**src/rtl/pc_fetch_pkg.sv**
```systemverilog
// Shared types and defaults for the PC fetch unit.
// Latency: n/a (declarations only).
// Backpressure: n/a.
package pc_fetch_pkg;

   // Fetch sequencer states: BOOT after reset, RUN while issuing addresses,
   // BUBBLE for the dead cycle that follows a taken redirect.
   typedef enum logic [1:0] {
      BOOT   = 2'd0,
      RUN    = 2'd1,
      BUBBLE = 2'd2
   } fetch_state_e;

   localparam logic [31:0] DEF_RESET_PC = 32'h0000_0000;
   localparam logic [31:0] DEF_PC_STEP  = 32'd4;

   // A 32-bit instruction address is fetchable only on a word boundary.
   function automatic logic is_word_aligned(input logic [1:0] pc_lsb);
      return (pc_lsb == 2'b00);
   endfunction

endpackage

```
**src/rtl/pc_next_sel.sv**
```systemverilog
// Next-PC select: redirect target beats sequential advance beats hold.
// Latency: purely combinational; result is registered by pc_fetch_unit.
// Backpressure: advances only when the current address is accepted (valid & ready & ~stall).
// Optional alignment check enabled by macro PC_ALIGN_CHECK_EN.
module pc_next_sel
   import pc_fetch_pkg::*;
#(
   parameter logic [31:0] PC_STEP = DEF_PC_STEP
) (
   input  logic        fetch_valid_i,
   input  logic        fetch_ready_i,
   input  logic        stall_i,
   input  logic        redirect_en_i,
   input  logic [31:0] redirect_pc_i,
   input  logic [31:0] pc_i,
   input  logic [31:0] pc_plus_i,
   output logic [31:0] next_pc_o,
   output logic [31:0] next_pc_plus_o,
   output logic        redirect_take_o,
   output logic        advance_o,
   output logic        misalign_o
);

   logic accept;

   // Resolve redirect qualification, accept, and the selected next address.
   always_comb begin
      misalign_o      = 1'b0;
      redirect_take_o = 1'b0;
      advance_o       = 1'b0;
      next_pc_o       = pc_i;
      next_pc_plus_o  = pc_plus_i;

`ifdef PC_ALIGN_CHECK_EN
      // A misaligned target is flagged and otherwise behaves as no redirect.
      misalign_o      = redirect_en_i & ~is_word_aligned(redirect_pc_i[1:0]);
      redirect_take_o = redirect_en_i &  is_word_aligned(redirect_pc_i[1:0]);
`else
      redirect_take_o = redirect_en_i;
`endif

      accept    = fetch_valid_i & fetch_ready_i & ~stall_i;
      advance_o = accept & ~redirect_take_o;

      if (redirect_take_o) begin
         next_pc_o = redirect_pc_i;
      end else if (advance_o) begin
         next_pc_o = pc_plus_i;
      end

      // Wraps modulo 2^32 by construction of the 32-bit add.
      next_pc_plus_o = next_pc_o + PC_STEP;
   end

endmodule

```
**src/rtl/pc_fetch_unit.sv**
```systemverilog
// Instruction fetch PC sequencer with redirect bubbles and an accepted-fetch counter.
// Latency: every input affects outputs on the next rising edge; all outputs are registered.
// Backpressure: PCOut/FetchValid hold while FetchReady=0 or Stall=1; a redirect overrides both.
// Optional misaligned-redirect detection enabled by macro PC_ALIGN_CHECK_EN.
module pc_fetch_unit
   import pc_fetch_pkg::*;
#(
   parameter logic [31:0] RESET_PC = DEF_RESET_PC,
   parameter logic [31:0] PC_STEP  = DEF_PC_STEP
) (
   input  logic        Clk,
   input  logic        Rst,
   input  logic        Stall,
   input  logic        RedirectEn,
   input  logic [31:0] RedirectPC,
   input  logic        FetchReady,
   output logic        FetchValid,
   output logic [31:0] PCOut,
   output logic [31:0] PCPlus4,
   output logic [31:0] FetchCount,
   output logic        MisalignErr
);

   fetch_state_e state_q, state_d;
   logic [31:0]  pc_q, pc_d;
   logic [31:0]  pc_plus_q, pc_plus_d;
   logic [31:0]  count_q, count_d;
   logic         misalign_q, misalign_d;

   logic         redirect_take;
   logic         advance;
   logic         misalign_hit;

   // Valid is a pure decode of the state register, so no input reaches it combinationally.
   assign FetchValid  = (state_q == RUN);
   assign PCOut       = pc_q;
   assign PCPlus4     = pc_plus_q;
   assign FetchCount  = count_q;
   assign MisalignErr = misalign_q;

   pc_next_sel #(
      .PC_STEP (PC_STEP)
   ) u_next_sel (
      .fetch_valid_i   (FetchValid),
      .fetch_ready_i   (FetchReady),
      .stall_i         (Stall),
      .redirect_en_i   (RedirectEn),
      .redirect_pc_i   (RedirectPC),
      .pc_i            (pc_q),
      .pc_plus_i       (pc_plus_q),
      .next_pc_o       (pc_d),
      .next_pc_plus_o  (pc_plus_d),
      .redirect_take_o (redirect_take),
      .advance_o       (advance),
      .misalign_o      (misalign_hit)
   );

   // Next-state logic: a taken redirect always lands in BUBBLE, otherwise fetch runs.
   always_comb begin
      state_d = state_q;
      case (state_q)
         BOOT:    state_d = redirect_take ? BUBBLE : RUN;
         RUN:     state_d = redirect_take ? BUBBLE : RUN;
         BUBBLE:  state_d = redirect_take ? BUBBLE : RUN;
         default: state_d = BOOT;
      endcase
   end

   // Counter saturates; sticky misalign flag only clears on reset.
   always_comb begin
      count_d    = count_q;
      misalign_d = misalign_q | misalign_hit;
      if (advance && (count_q != 32'hFFFF_FFFF)) begin
         count_d = count_q + 32'd1;
      end
   end

   // State, PC and counter registers with synchronous reset taking priority.
   always_ff @(posedge Clk) begin
      if (Rst) begin
         state_q    <= BOOT;
         pc_q       <= RESET_PC;
         pc_plus_q  <= RESET_PC + PC_STEP;
         count_q    <= 32'd0;
         misalign_q <= 1'b0;
      end else begin
         state_q    <= state_d;
         pc_q       <= pc_d;
         pc_plus_q  <= pc_plus_d;
         count_q    <= count_d;
         misalign_q <= misalign_d;
      end
   end

endmodule

```
**config.mk**
```make
export PLATFORM = sky130hd
export DESIGN_NAME = pc_fetch_unit
export DESIGN_NICKNAME = d
export VERILOG_FILES = /design/src/rtl/pc_fetch_pkg.sv /design/src/rtl/pc_next_sel.sv /design/src/rtl/pc_fetch_unit.sv
export SDC_FILE = /design/constraint.sdc
export NUM_CORES = 1
export LEC_CHECK = 0
export BUFFER_PORTS_ARGS = -buffer_cell sky130_fd_sc_hd__buf_2
export CAP_MARGIN = 20
export CORE_MARGIN = 8
export CORE_UTILIZATION = 27
export CTS_BUF_LIST = sky130_fd_sc_hd__clkbuf_4 sky130_fd_sc_hd__clkbuf_8 sky130_fd_sc_hd__clkbuf_16
export DETAILED_ROUTE_END_ITERATION = 12
export PLACE_DENSITY = 0.47
export SYNTH_ARGS = -nofsm -noshare
export SYNTH_HDL_FRONTEND = slang
export SYNTH_SLANG_ARGS = --single-unit
```
**constraint.sdc**
```tcl
create_clock -name Clk -period 2.5 [get_ports Clk]
set_input_delay 0.125 -clock Clk [delete_from_list [all_inputs] [get_ports Clk]]
set_output_delay 0.125 -clock Clk [all_outputs]
set_load 0.01 [all_outputs]
```
Yosys cells after proc, flatten, opt, wreduce, memory -nomap -nowiden
Cells that the tools add are included.
{ "word_totals": {"regBits": 98, "input_bits": 37, "word_cells": 22} }
{ "op_classes": {"n_addsub": 2, "n_eq_ne": 3, "mux": 3, "bitwise_logic": 6, "reduce_logical": 4} }
{ "ops": {"columns": ["op", "count"], "rows": [
  ["two-way mux 32 bit", 2],
  ["adder 32 x 1 -> 32 bit, second input constant", 1],
  ["adder 32 x 3 -> 32 bit, second input constant", 1],
  ["!= test 32 bit, second input constant", 1],
  ["AND 1 bit", 3],
  ["NOT 1 bit", 3],
  ["OR reduction 3 bit", 1],
  ["== test 2 x 1 -> 1 bit, second input constant", 1],
  ["== test 2 bit, second input constant", 1],
  ["zero test 2 bit", 1],
  ["two-way mux 2 bit", 1],
  ["OR reduction 2 bit", 1],
  ["logical AND 1 bit", 1]
]} }

Depth between registers and ports, before layout
Gate-level depths: netlist of the first run.
{ "logic_depth": {"word_depth": 7, "ltp_mapped": 13, "depth_no_buf": 10} }

Hierarchy
From an unflattened synthesis of the first run, not the netlist that was laid out.
{ "hier_totals": {"hier_cells": 610, "hier_area_um2": 5427.7} }
{ "by_module_without_submodules": {"columns": ["mod", "instances", "cells_each", "area_each_um2"], "rows": [
  ["pc_fetch_unit", 1, 339, 3533.4],
  ["pc_next_sel", 1, 271, 1894.3]
]} }

Worst setup path after synthesis of the first run
No wires, ideal clock.
{ "synth_timing": {"kind": "flip-flop to flip-flop", "startpoint": "register state_q[1]", "endpoint": "register pc_plus_q[30] (netlist: PCPlus4[30])", "setup_ns": 0.071, "arrival_ns": 2.576, "required_time_ns": 2.429, "setup_slack_ns": -0.147, "stages_incl_launch_ff": 14, "n_path_buf": 3, "path_cell_list": "dfxtp_1 -> and4bb_1 -> buf_6 -> buf_12 -> mux2_2 -> mux2i_1 -> inv_1 -> ha_1 -> nand3_1 -> nor2_1 -> and4_1 -> clkbuf_1 -> a31o_2 -> a21oi_1"} }
{ "synth_between": {"elab_chain_len": 7} }
{ "synth_lines": {"columns": ["item", "line_no", "text"], "rows": [
  ["start, declared", "pc_fetch_unit.sv:24", "fetch_state_e state_q, state_d;"],
  ["start signal, assigned", "pc_fetch_unit.sv:87", "state_q <= state_d;"],
  ["== test 2 x 1 -> 1 bit", "pc_fetch_unit.sv:35", "assign FetchValid = (state_q == RUN);"],
  ["AND 1 bit (2 in a row)", "pc_next_sel.sv:42", "accept = fetch_valid_i & fetch_ready_i & ~stall_i;"],
  ["AND 1 bit", "pc_next_sel.sv:43", "advance_o = accept & ~redirect_take_o;"],
  ["two-way mux 32 bit", "pc_next_sel.sv:47", "end else if (advance_o) begin"],
  ["two-way mux 32 bit", "pc_next_sel.sv:45", "if (redirect_take_o) begin"],
  ["net pc_d[2]", "pc_fetch_unit.sv:25", "logic [31:0] pc_q, pc_d;"],
  ["adder 32 x 3 -> 32 bit", "pc_next_sel.sv:52", "next_pc_plus_o = next_pc_o + PC_STEP;"],
  ["end signal, assigned", "pc_fetch_unit.sv:83", "pc_plus_q <= RESET_PC + PC_STEP;"],
  ["end signal, assigned", "pc_fetch_unit.sv:89", "pc_plus_q <= pc_plus_d;"],
  ["end, declared", "pc_fetch_unit.sv:26", "logic [31:0] pc_plus_q, pc_plus_d;"]
]} }
The timed path passes the listed nets, and every way through them passes these cells.
A chain may end at the register's enable or synchronous reset.

Worst setup path after layout of the first run
{ "layout_timing": {"startpoint": "register state_q[1]", "endpoint": "register pc_plus_q[31] (netlist: PCPlus4[31])"} }
{ "layout_between": {"elab_chain_len": 7} }
{ "layout_lines": {"columns": ["item", "line_no"], "rows": [
  ["== test 2 x 1 -> 1 bit", "pc_fetch_unit.sv:35"],
  ["AND 1 bit (2 in a row)", "pc_next_sel.sv:42"],
  ["AND 1 bit", "pc_next_sel.sv:43"],
  ["two-way mux 32 bit", "pc_next_sel.sv:47"],
  ["two-way mux 32 bit", "pc_next_sel.sv:45"],
  ["adder 32 x 3 -> 32 bit", "pc_next_sel.sv:52"]
]} }
Every way passes these cells.

==> results of run 1 <==
cell type report:
cell class | instances | share of cell area [%]
clock buffers | 10 | 3.68
clock inverters | 6 | 1.04
inverters | 9 | 0.520
multi-input cells | 382 | 40.3
flip-flops and latches | 96 | 29.6
well taps | 220 | 4.24
repair buffers | 214 | 20.6
worst max-delay path: cells and delay by family (launching register included):
family,cells,cell delay (ps)
simple gates,4,1350
mux,3,590
buf+inv,1,160
flops,1,320
state kept, by name, indices dropped and copies added, names as in the netlist:
signal,cells
PCPlus4,30
PCOut,32
FetchCount,32
state_q,2
cell families after synthesis:
family          count (synthesis)  synth area share [%]
simple gates                  230                  25.4
flops                          96                  42.6
compound gates                 60                  7.71
mux                            51                  11.8
buf+inv                        39                  4.38
xor+xnor                       38                  7.38
fa+ha+maj                       2                 0.555
other cells                     1                0.0832
cell usage in the layout (no fill, tap or decap), types with 9 or more instances in the layout:
cell         n
a21oi_1     23
buf_2      133
buf_4       73
clkbuf_16    9
dfxtp_1     95
inv_1        9
mux2_2      16
mux2i_1     23
mux2i_4      9
nand2_1     33
nand3_1     23
nand4_1     13
nor2_1      88
nor3_1      14
o21ai_0     16
xnor2_1     27
xor2_1      11
final timing paths:
kind,startpoint,endpoint,slack (ps),cells after the start
max,state_q[1]$_SDFF_PP0_,PCPlus4[31]$_SDFF_PP0_,-40,8
min,RedirectPC[1],PCOut[1]$_SDFFE_PP0P_,20,3
max reg2reg,state_q[1]$_SDFF_PP0_,PCPlus4[31]$_SDFF_PP0_,-40,8
min reg2reg,FetchCount[26]$_SDFFE_PP0P_,FetchCount[26]$_SDFFE_PP0P_,510,2
metrics by stage:
stage	cell area, um^2	setup TNS (ps)	util [%]	instances	worst slack (ps)
final	6500	-56.9	39.5	937	-39.6
after global routing	6500	-969	39.5	937	-176
after CTS	6340	-375	38.5	932	-101
after detailed placement	5910	-1940	35.9	909	-285
after global placement	5910	-1300	35.9	909	-214
after floorplan	4570	-69.1	-	517	-26.8
routing by layer:
metal  vias up  track usage [%]
li1       2175                -
met1      1997             15.7
met2       104             22.8
met3        16             3.02
met4         0             5.26
met5         -                0
power by group through the flow:
stage	logic [mW]	registers (mW)	clock network (mW)
global route	0.585	1.64	1.54
finish	0.533	1.63	1.43
detailed placement	0.493	1.67	0
CTS	0.510	1.63	1.48
global placement	0.489	1.67	0
floorplan	0.235	1.69	0
timing repair:
action | in CTS | in global routing
hold buffers | 1 | 0
hold endpoints to repair | 1 | 0
buffers inserted | 6 | 5
pin swaps | 5 | 2
setup endpoints to repair | 13 | 16
gates resized for setup | 15 | 25
==> run_results.csv, run 1 <==
group,metric,value,unit
run_status,outcome,"finished with violations",
run_status,violations,"setup timing",
drt,dr_wl_met2,6930,um
pwr,comb_power_share,14.8,%
timing,drv_slew,0,
pwr,finalPower,3.59,mW
clock_network,clockBufferDepth,2,
drt,antenna_left,0,
drt,route.detailed.drc,0,
global_route,grt_pass1_vias,4410,
drt,drt_iter0_markers,114,
pwr,p_int,2.66,mW
layout,seq_area,1920,um^2
floorplanning,rows,47,
layout,fin_nets,751,
logic_synthesis,synth-seq-cells,96,
drt,met1_length,6260,um
critical_path,critPathArrivalTime,2780,ps
critical_path,cp-end-kind,"register",
critical_path,startpoint_type,"register",
clock_network,cts_buffers,9,
run,maxCapViolations,0,
critical_path,cp_cell_sequence,"and4bb_4 -> buf_12 -> mux2_4 -> mux2i_4 -> or2_4 -> or4_4 -> nor4_4 -> mux2_2",
drt,finalWirelength,14100,um
logic_synthesis,syn_inst,517,
layout,drive_gt1_share,39.5,%
drt,top_layer,"met4",
pwr,sw_frac_of_total,26.0,%
floorplanning,die-width,145,um
logic_synthesis,netlist.area_leader.share,42.6,%
drt,first_pass_iters,4,
pwr,power_density,553,nW/um^2
clock_network,htree_levels,3,
logic_synthesis,yosys_warnings,0,
logic_synthesis,synthMostInstantiatedCell,"dfxtp_1",
logic_synthesis,synthFlopType,"dfxtp_1",
logic_synthesis,syn-cell-area,4510,um^2
timing,period_share,102,%
clock_network,path_clk_slew,70,ps
floorplanning,die_h,145,um
drt,wire_per_inst,15.0,um
clock_network,clock_latency,350,ps
layout,multiInputGateArea,2620,um^2
logic_synthesis,ys_top_cells_by_area,"dfxtp_1 43%, nor2_1 7.4%, mux2i_1 7.3%",
logic_synthesis,yosysSeqAreaShare,42.6,%
worst_hold_path,hold_path_class,"in -> reg",
critical_path,path_class,"reg -> reg",
clock_network,clkSinkCount,96,
timing,fmaxAchievable,394,MHz
layout,fill_cells,1729,
layout,n_antenna_cell,0,
logic_synthesis,synth_edf_count,0,
critical_path,crit_slowest_cell,"or4_4",
clock_network,cts_tree,"built",
timing,rsz0062_at_grt,"yes",
drt,vias,4292,
logic_synthesis,synth_cell_types,46,
global_route,grt_pass1_wl,22900,um
place,hpwl,10800,um
pwr,seq_power_share,45.4,%
logic_synthesis,yosysTopAreaCell,"dfxtp_1",
logic_synthesis,syn_area_per_cell,8.72,um^2
layout,area_delta_synth_final,44.1,%
place,io_buffers,133,
timing,clock_skew,9.00,ps
pwr,leakagePower,2.81,nW
timing,whs,24.8,ps
critical_path,slowest_delay,490,ps
logic_synthesis,async_reset_ff_share,0,%
clock_network,cts-root-buf,"clkbuf_16",
pwr,clkPwrFrac,39.7,%
floorplanning,start_util,27.4,%
timing,setup_violations,2,
logic_synthesis,ys_top_cells_by_count,"96 x dfxtp_1, 89 x nor2_1, 34 x nand2_1",
floorplanning,io_pins,135,
timing,hold_viol_final,0,
timing,fin_ws,-39.6,ps
global_route,track_usage,13.2,%
critical_path,path_max_fanout,13,
global_route,grt_max_degree,47,
floorplanning,design.core.area,16500,um^2
drt,dr_wl_met3,630,um
pwr,p_switching,0.933,mW
global_route,antenna_found_initial,0,
logic_synthesis,syn_nets,556,
floorplanning,die_area,21100,um^2
drt,vias_per_cell,4.58,
critical_path,required,2740,ps
global_route,grt_overflow,0,
timing,min_period,2540,ps
place,place_congestion,0.775,
timing,relSlewSlack,64.3,%
pwr,ir_worst_vdd,0.000341,V
timing,worst_pin_slew,535,ps
No activity file was read; power rests on OpenSTA's default activity.
==> inputs of run 2 (changes only) <==
Settings changed: BUFFER_PORTS_ARGS -buffer_cell sky130_fd_sc_hd__buf_2 to -buffer_cell sky130_fd_sc_hd__clkbuf_2, CTS_CLUSTER_SIZE from default to 30, PLACE_DENSITY 0.47 to 0.46, SYNTH_HIERARCHICAL from default to 1.
==> run 2 against run 1 <==
  * The run now ends clean
  * Synthesized area is 20% higher
  * Sequential power grew 4%
  * Non-clock buffer count shrank 32
  * Sequential share of layout area fell by 1.5 points
  * First-iteration DRC count is 98% higher
  * Clock skew decreased by 2.8 ps
  * Total power grew 0.35%
  * Count of clock-buffer cells in the layout grew 3
  * Critical path depth is 4 higher
  * Register-to-register slack improved by 180 ps
  * Largest power group unchanged
==> run_results.csv, run 2 <==
group,metric,value,unit
run_status,outcome,"completed",
pwr,leakagePower,2.77,nW
global_route,grt_overflow,0,
timing,min_period,2360,ps
critical_path,path_class,"reg -> reg",
layout,area_delta_synth_final,29.9,%
pwr,ir_worst_vdd,0.000298,V
drt,antenna_left,0,
clock_network,cts_tree,"built",
critical_path,startpoint_type,"register",
place,place_congestion,0.811,
critical_path,cp_cell_sequence,"nor2b_4 -> nand3b_1 -> buf_4 -> clkbuf_16 -> buf_4 -> nand3_1 -> a31oi_4 -> buf_4 -> nand4b_1 -> nor4_4 -> xnor2_1 -> nor2b_1",
floorplanning,die_h,158,um
critical_path,required,2710,ps
floorplanning,rows,52,
timing,whs,122,ps
global_route,track_usage,13.5,%
layout,seq_area,1980,um^2
clock_network,cts_buffers,9,
drt,drt_iter0_markers,226,
clock_network,clock_latency,350,ps
worst_hold_path,min_to,"PCOut[0]$_SDFF_PP0_",
place,hpwl,12700,um
logic_synthesis,syn_area_per_cell,8.90,um^2
pwr,power_density,512,nW/um^2
clock_network,clkSinkCount,99,
floorplanning,die-width,158,um
critical_path,path_buf_inv,4,
logic_synthesis,ys_top_cells_by_count,"99 x dfxtp_1, 70 x nor2b_1, 48 x nand2_1",
logic_synthesis,synthFlopType,"dfxtp_1",
logic_synthesis,ys_top_cells_by_area,"dfxtp_1 37%, nor2b_1 8.1%, xnor2_1 5.0%",
timing,hold_viol_final,0,
clock_network,ctsHoldBuffers,0,
timing,clock_skew,6.21,ps
drt,vias,4987,
clock_network,path_clk_slew,70,ps
layout,fin_nets,802,
layout,multiInputGateArea,3280,um^2
logic_synthesis,syn_nets,649,
pwr,finalPower,3.61,mW
worst_hold_path,holdPathStages,4,
critical_path,r2r-start,"state_q[0]$_SDFF_PP0_",
global_route,antenna_found_initial,0,
timing,rsz0062_at_grt,"yes",
global_route,grt_max_degree,67,
logic_synthesis,synthMostInstantiatedCell,"dfxtp_1",
timing,fmaxAchievable,424,MHz
timing,period_share,94.3,%
timing,worst_pin_slew,726,ps
worst_hold_path,hold_path_class,"in -> reg",
global_route,grt_pass1_wl,26600,um
layout,drive_gt1_share,34.8,%
drt,first_pass_iters,4,
logic_synthesis,yosys_warnings,6,
layout,n_antenna_cell,0,
floorplanning,die_area,24900,um^2
layout,most-common-layout-cells,"133 x clkbuf_2, 98 x dfxtp_1, 69 x nor2b_1",
place,io_buffers,134,
clock_network,htree_levels,3,
logic_synthesis,syn-cell-area,5430,um^2
place,dpl.cell_count,1009,
drt,finalWirelength,17500,um
logic_synthesis,netlist.area_leader.share,36.5,%
floorplanning,design.core.area,20000,um^2
critical_path,r2r_cells,12,
critical_path,reg2reg_setup_slack,140,ps
worst_hold_path,worstHoldStart,"RedirectPC[0]",
critical_path,path_delay_family,"simple AND/OR/NAND/NOR gates",
layout,mostFrequentLayoutCell,"clkbuf_2",
global_route,grt_pass1_vias,4881,
timing,drv_slew,0,
timing,relSlewSlack,51.6,%
critical_path,path_common_cell,"buf_4",
drt,route.detailed.drc,0,
drt,vias_per_cell,4.80,
logic_synthesis,async_reset_ff_share,0,%
drt,wire_per_inst,16.9,um
run,maxCapViolations,0,
critical_path,path_max_fanout,4,
critical_path,r2r_end,"PCPlus4[28]$_SDFF_PP0_",
clock_network,cts-root-buf,"clkbuf_16",
logic_synthesis,yosysSeqAreaShare,36.5,%
logic_synthesis,synth_edf_count,0,
logic_synthesis,syn_inst,610,
logic_synthesis,synth_cell_types,68,
layout,fill_cells,2104,
critical_path,slowest_delay,320,ps
timing,setup_violations,0,
critical_path,cp-end-kind,"register",
critical_path,critPathArrivalTime,2570,ps
critical_path,crit_slowest_cell,"dfxtp_2",
logic_synthesis,synth-seq-cells,99,
floorplanning,start_util,27.2,%
logic_synthesis,yosysTopAreaCell,"dfxtp_1",
floorplanning,io_pins,135,
layout,stdcell_count,1038,
clock_network,clockBufferDepth,2,
run 2: worst max path at each step:
stage	start	to	slack, ps	cells past startpoint
3_3_place_gp	state_q[0]$_SDFF_PP0_	PCPlus4[30]$_SDFF_PP0_	20	9
3_5_place_dp	state_q[0]$_SDFF_PP0_	PCPlus4[30]$_SDFF_PP0_	-10	9
5_1_grt	state_q[0]$_SDFF_PP0_	PCPlus4[28]$_SDFF_PP0_	-10	12
2_1_floorplan	state_q[0]$_SDFF_PP0_	FetchCount[29]$_SDFFE_PP0P_	60	11
4_1_cts	state_q[0]$_SDFF_PP0_	PCPlus4[19]$_SDFF_PP0_	20	9
6_report	state_q[0]$_SDFF_PP0_	PCPlus4[28]$_SDFF_PP0_	140	12
run 2: cell families (layout without fill, tap and decap cells):
kind of cell,Yosys count,count (layout),share of synthesized area [%]
other,1,1,0.0691
and+or+nand+nor,292,292,33.3
DFF,99,99,36.5
xor gates and xnor gates,42,42,6.78
buffers and inverters,52,209,5.60
muxes,27,27,5.19
adders and majority gates,2,2,0.461
AOI/OAI and AO/OA,95,96,12.1
run 2: metal layers:
| metal | vias to the layer above | GRT usage [%] | share of wire, % | routed length [um] |
|---|---|---|---|---|
| met5 | - | 0 | 0 | 0 |
| met1 | 2353 | 16.8 | 45 | 7810 |
| met3 | 20 | 3.69 | 8.1 | 1410 |
| met4 | 0 | 4.49 | 1.8 | 320 |
| met2 | 145 | 22.0 | 46 | 7970 |
| li1 | 2469 | - | - | - |
run 2: area by class of cell:
type / instances / share of cell area [%]
multi-input combinational: 460 / 46.6
sequential: 99 / 28.1
timing repair buffer: 182 / 15.7
tap: 270 / 4.79
clock buffer: 13 / 3.89
inverter: 11 / 0.586
clock inverter: 3 / 0.302
run 2: worst min-delay path, cell delays in order:
cell      delay, ps
clkbuf_2         80
nand2_1          40
o21ai_0          70
nor2b_1         120
run 2: report_power, final:
group | internal (mW) | switching (mW)
Sequential | 1.65 | 0.0561
Combinational | 0.227 | 0.287
Clock | 0.769 | 0.621
Total | 2.64 | 0.964
run 2: stage by stage:
stage / cell area, um^2 / TNS, ps / utilization [%] / worst slack [ps]
finish: 7050 / 0 / 35.3 / 142
global route: 7050 / -20.5 / 35.3 / -12.8
CTS: 6790 / 0 / 34.0 / 17.2
detailed placement: 6490 / -14.6 / 32.5 / -14.6
global placement: 6490 / 0 / 32.5 / 19.3
floorplan: 5440 / 0 / - / 63.4
run 2: repair_timing:
| item | CTS | global route |
|---|---|---|
| setup endpoints to repair | 2 | 34 |
| resized for setup | 1 | 24 |
| pin swaps | 0 | 4 |
| cloned | 0 | 3 |
| hold endpoints to repair | 0 | 0 |
| buffers inserted | 0 | 10 |
==> inputs of run 3 (changes only) <==
Settings changed: GPL_TIMING_DRIVEN from default to 0.
==> run 3 against run 2 <==
  * Critical path depth is the same
  * Cell area rose by 1.5%
  * Count of clock-buffer cells in the layout fell by 3
  * Fmax fell by 2.9%
  * Global-route usage increased by 1.9 points
  * Setup slack got worse by 71 ps
  * Largest cell class unchanged
  * Sequential power barely moved
  * Sequential cell count did not move
  * Via count grew 2.3%
  * Critical endpoint is now PCPlus4[14]$_SDFF_PP0_
==> run_results.csv, run 3 (same netlist as run 2, synthesis figures left out) <==
group,metric,value,unit
run_status,outcome,"completed",
floorplanning,die-width,158,um
drt,route.detailed.drc,0,
layout,area_delta_synth_final,31.8,%
timing,clock_skew,15.7,ps
clock_network,htree_levels,3,
global_route,grt_max_degree,20,
floorplanning,rows,52,
critical_path,startpoint_type,"register",
place,place_congestion,0.797,
worst_hold_path,hold_path_class,"in -> reg",
global_route,track_usage,15.4,%
timing,relSlewSlack,53.5,%
timing,setup_violations,0,
floorplanning,design.core.area,20000,um^2
timing,period_share,97.2,%
critical_path,critPathArrivalTime,2650,ps
clock_network,path_clk_slew,70,ps
critical_path,path_class,"reg -> reg",
global_route,antenna_found_initial,0,
layout,fin_nets,821,
timing,drv_slew,0,
clock_network,cts-root-buf,"clkbuf_16",
layout,fill_cells,2154,
global_route,grt_pass1_wl,29400,um
layout,fin_area,7150,um^2
global_route,grt_pass1_vias,5062,
clock_network,clockBufferDepth,2,
pwr,ir_worst_vdd,0.000286,V
layout,utilization,35.8,%
layout,seq_area,1980,um^2
floorplanning,die_h,158,um
layout,multiInputGateArea,3320,um^2
timing,worst_pin_slew,698,ps
clock_network,cts_buffers,9,
floorplanning,start_util,27.2,%
timing,min_period,2430,ps
pwr,leakagePower,2.90,nW
floorplanning,io_pins,135,
drt,vias,5104,
floorplanning,die_area,24900,um^2
layout,drive_gt1_share,34.6,%
drt,drt_iter0_markers,309,
place,io_buffers,134,
critical_path,required,2720,ps
clock_network,clkSinkCount,99,
drt,first_pass_iters,5,
place,dpl.cell_count,1014,
run,maxCapViolations,0,
layout,n_antenna_cell,0,
clock_network,clock_latency,360,ps
layout,mostFrequentLayoutCell,"clkbuf_2",
critical_path,cp-end-kind,"register",
place,place_area,6440,um^2
drt,finalWirelength,19600,um
timing,hold_viol_final,0,
drt,wire_per_inst,18.5,um
drt,antenna_left,0,
clock_network,ctsHoldBuffers,0,
critical_path,path_max_fanout,5,
place,hpwl,14300,um
drt,vias_per_cell,4.83,
layout,most-common-layout-cells,"135 x clkbuf_2, 99 x dfxtp_1, 68 x nor2b_1",
layout,stdcell_count,1057,
clock_network,cts_tree,"built",
pwr,power_density,511,nW/um^2
timing,fmaxAchievable,412,MHz
timing,rsz0062_at_grt,"yes",
global_route,grt_overflow,0,
## run 3: final timing paths
check | startpoint | to | slack [ps] | cells past startpoint
setup / recovery | state_q[0]$_SDFF_PP0_ | PCPlus4[14]$_SDFF_PP0_ | 70 | 12
hold / removal | RedirectPC[0] | PCOut[0]$_SDFF_PP0_ | 150 | 4
setup reg to reg | state_q[0]$_SDFF_PP0_ | PCPlus4[14]$_SDFF_PP0_ | 70 | 12
hold reg to reg | MisalignErr$_SDFF_PP0_ | MisalignErr$_SDFF_PP0_ | 480 | 2
## run 3: power breakdown
group	internal, mW	total, mW	switching, mW
Combinational	0.224	0.530	0.306
Sequential	1.65	1.70	0.0573
Clock	0.724	1.42	0.697
## run 3: worst max-delay path, stage by stage, from the launching register on
cell and delay [ps]:
dfxtp_1 330, nor2b_4 210, nand3b_1 160, buf_4 160
a211oi_1 410, a21oi_1 130, ha_2 260, nand4_4 90
buf_12 140, buf_4 100, nor2_1 40, xor2_1 140
nor2b_1 130
## run 3: what timing repair did
action | in CTS | in global routing
pin swaps | 2 | 7
endpoints found under the setup margin | 49 | 35
buffers inserted | 9 | 17
gates cloned | 0 | 2
resized for setup | 10 | 26
endpoints found under the hold margin | 0 | 0
## run 3: area by class of cell
type,count,area share [%]
clock buffers,10,3.34
clock inverters,6,0.770
inverters,11,0.577
plain buffers,40,3.78
flip-flops and latches,99,27.7
well taps,270,4.72
repair buffers,162,12.6
multi-input cells,459,46.5
## run 3: stage by stage
stage | setup TNS (ps) | power [mW] | hold slack, ps | worst slack, ps
final | 0 | 3.65 | 153 | 71.0
after global routing | -201 | 3.82 | 188 | -32.2
after CTS | -37.2 | 3.68 | 149 | -19.7
after detailed placement | -24720 | 2.24 | 458 | -699
after global placement | -24550 | 2.24 | 455 | -693
after floorplan | 0 | 2.02 | 285 | 63.4
## run 3: routing by layer
metal / track usage, % / share of wire (%) / vias to the layer above
met4: 4.40 / 1.3 / 0
li1: - / - / 2511
met2: 25.3 / 46 / 150
met1: 19.7 / 45 / 2425
met3: 3.69 / 6.8 / 18
met5: 0 / 0 / -
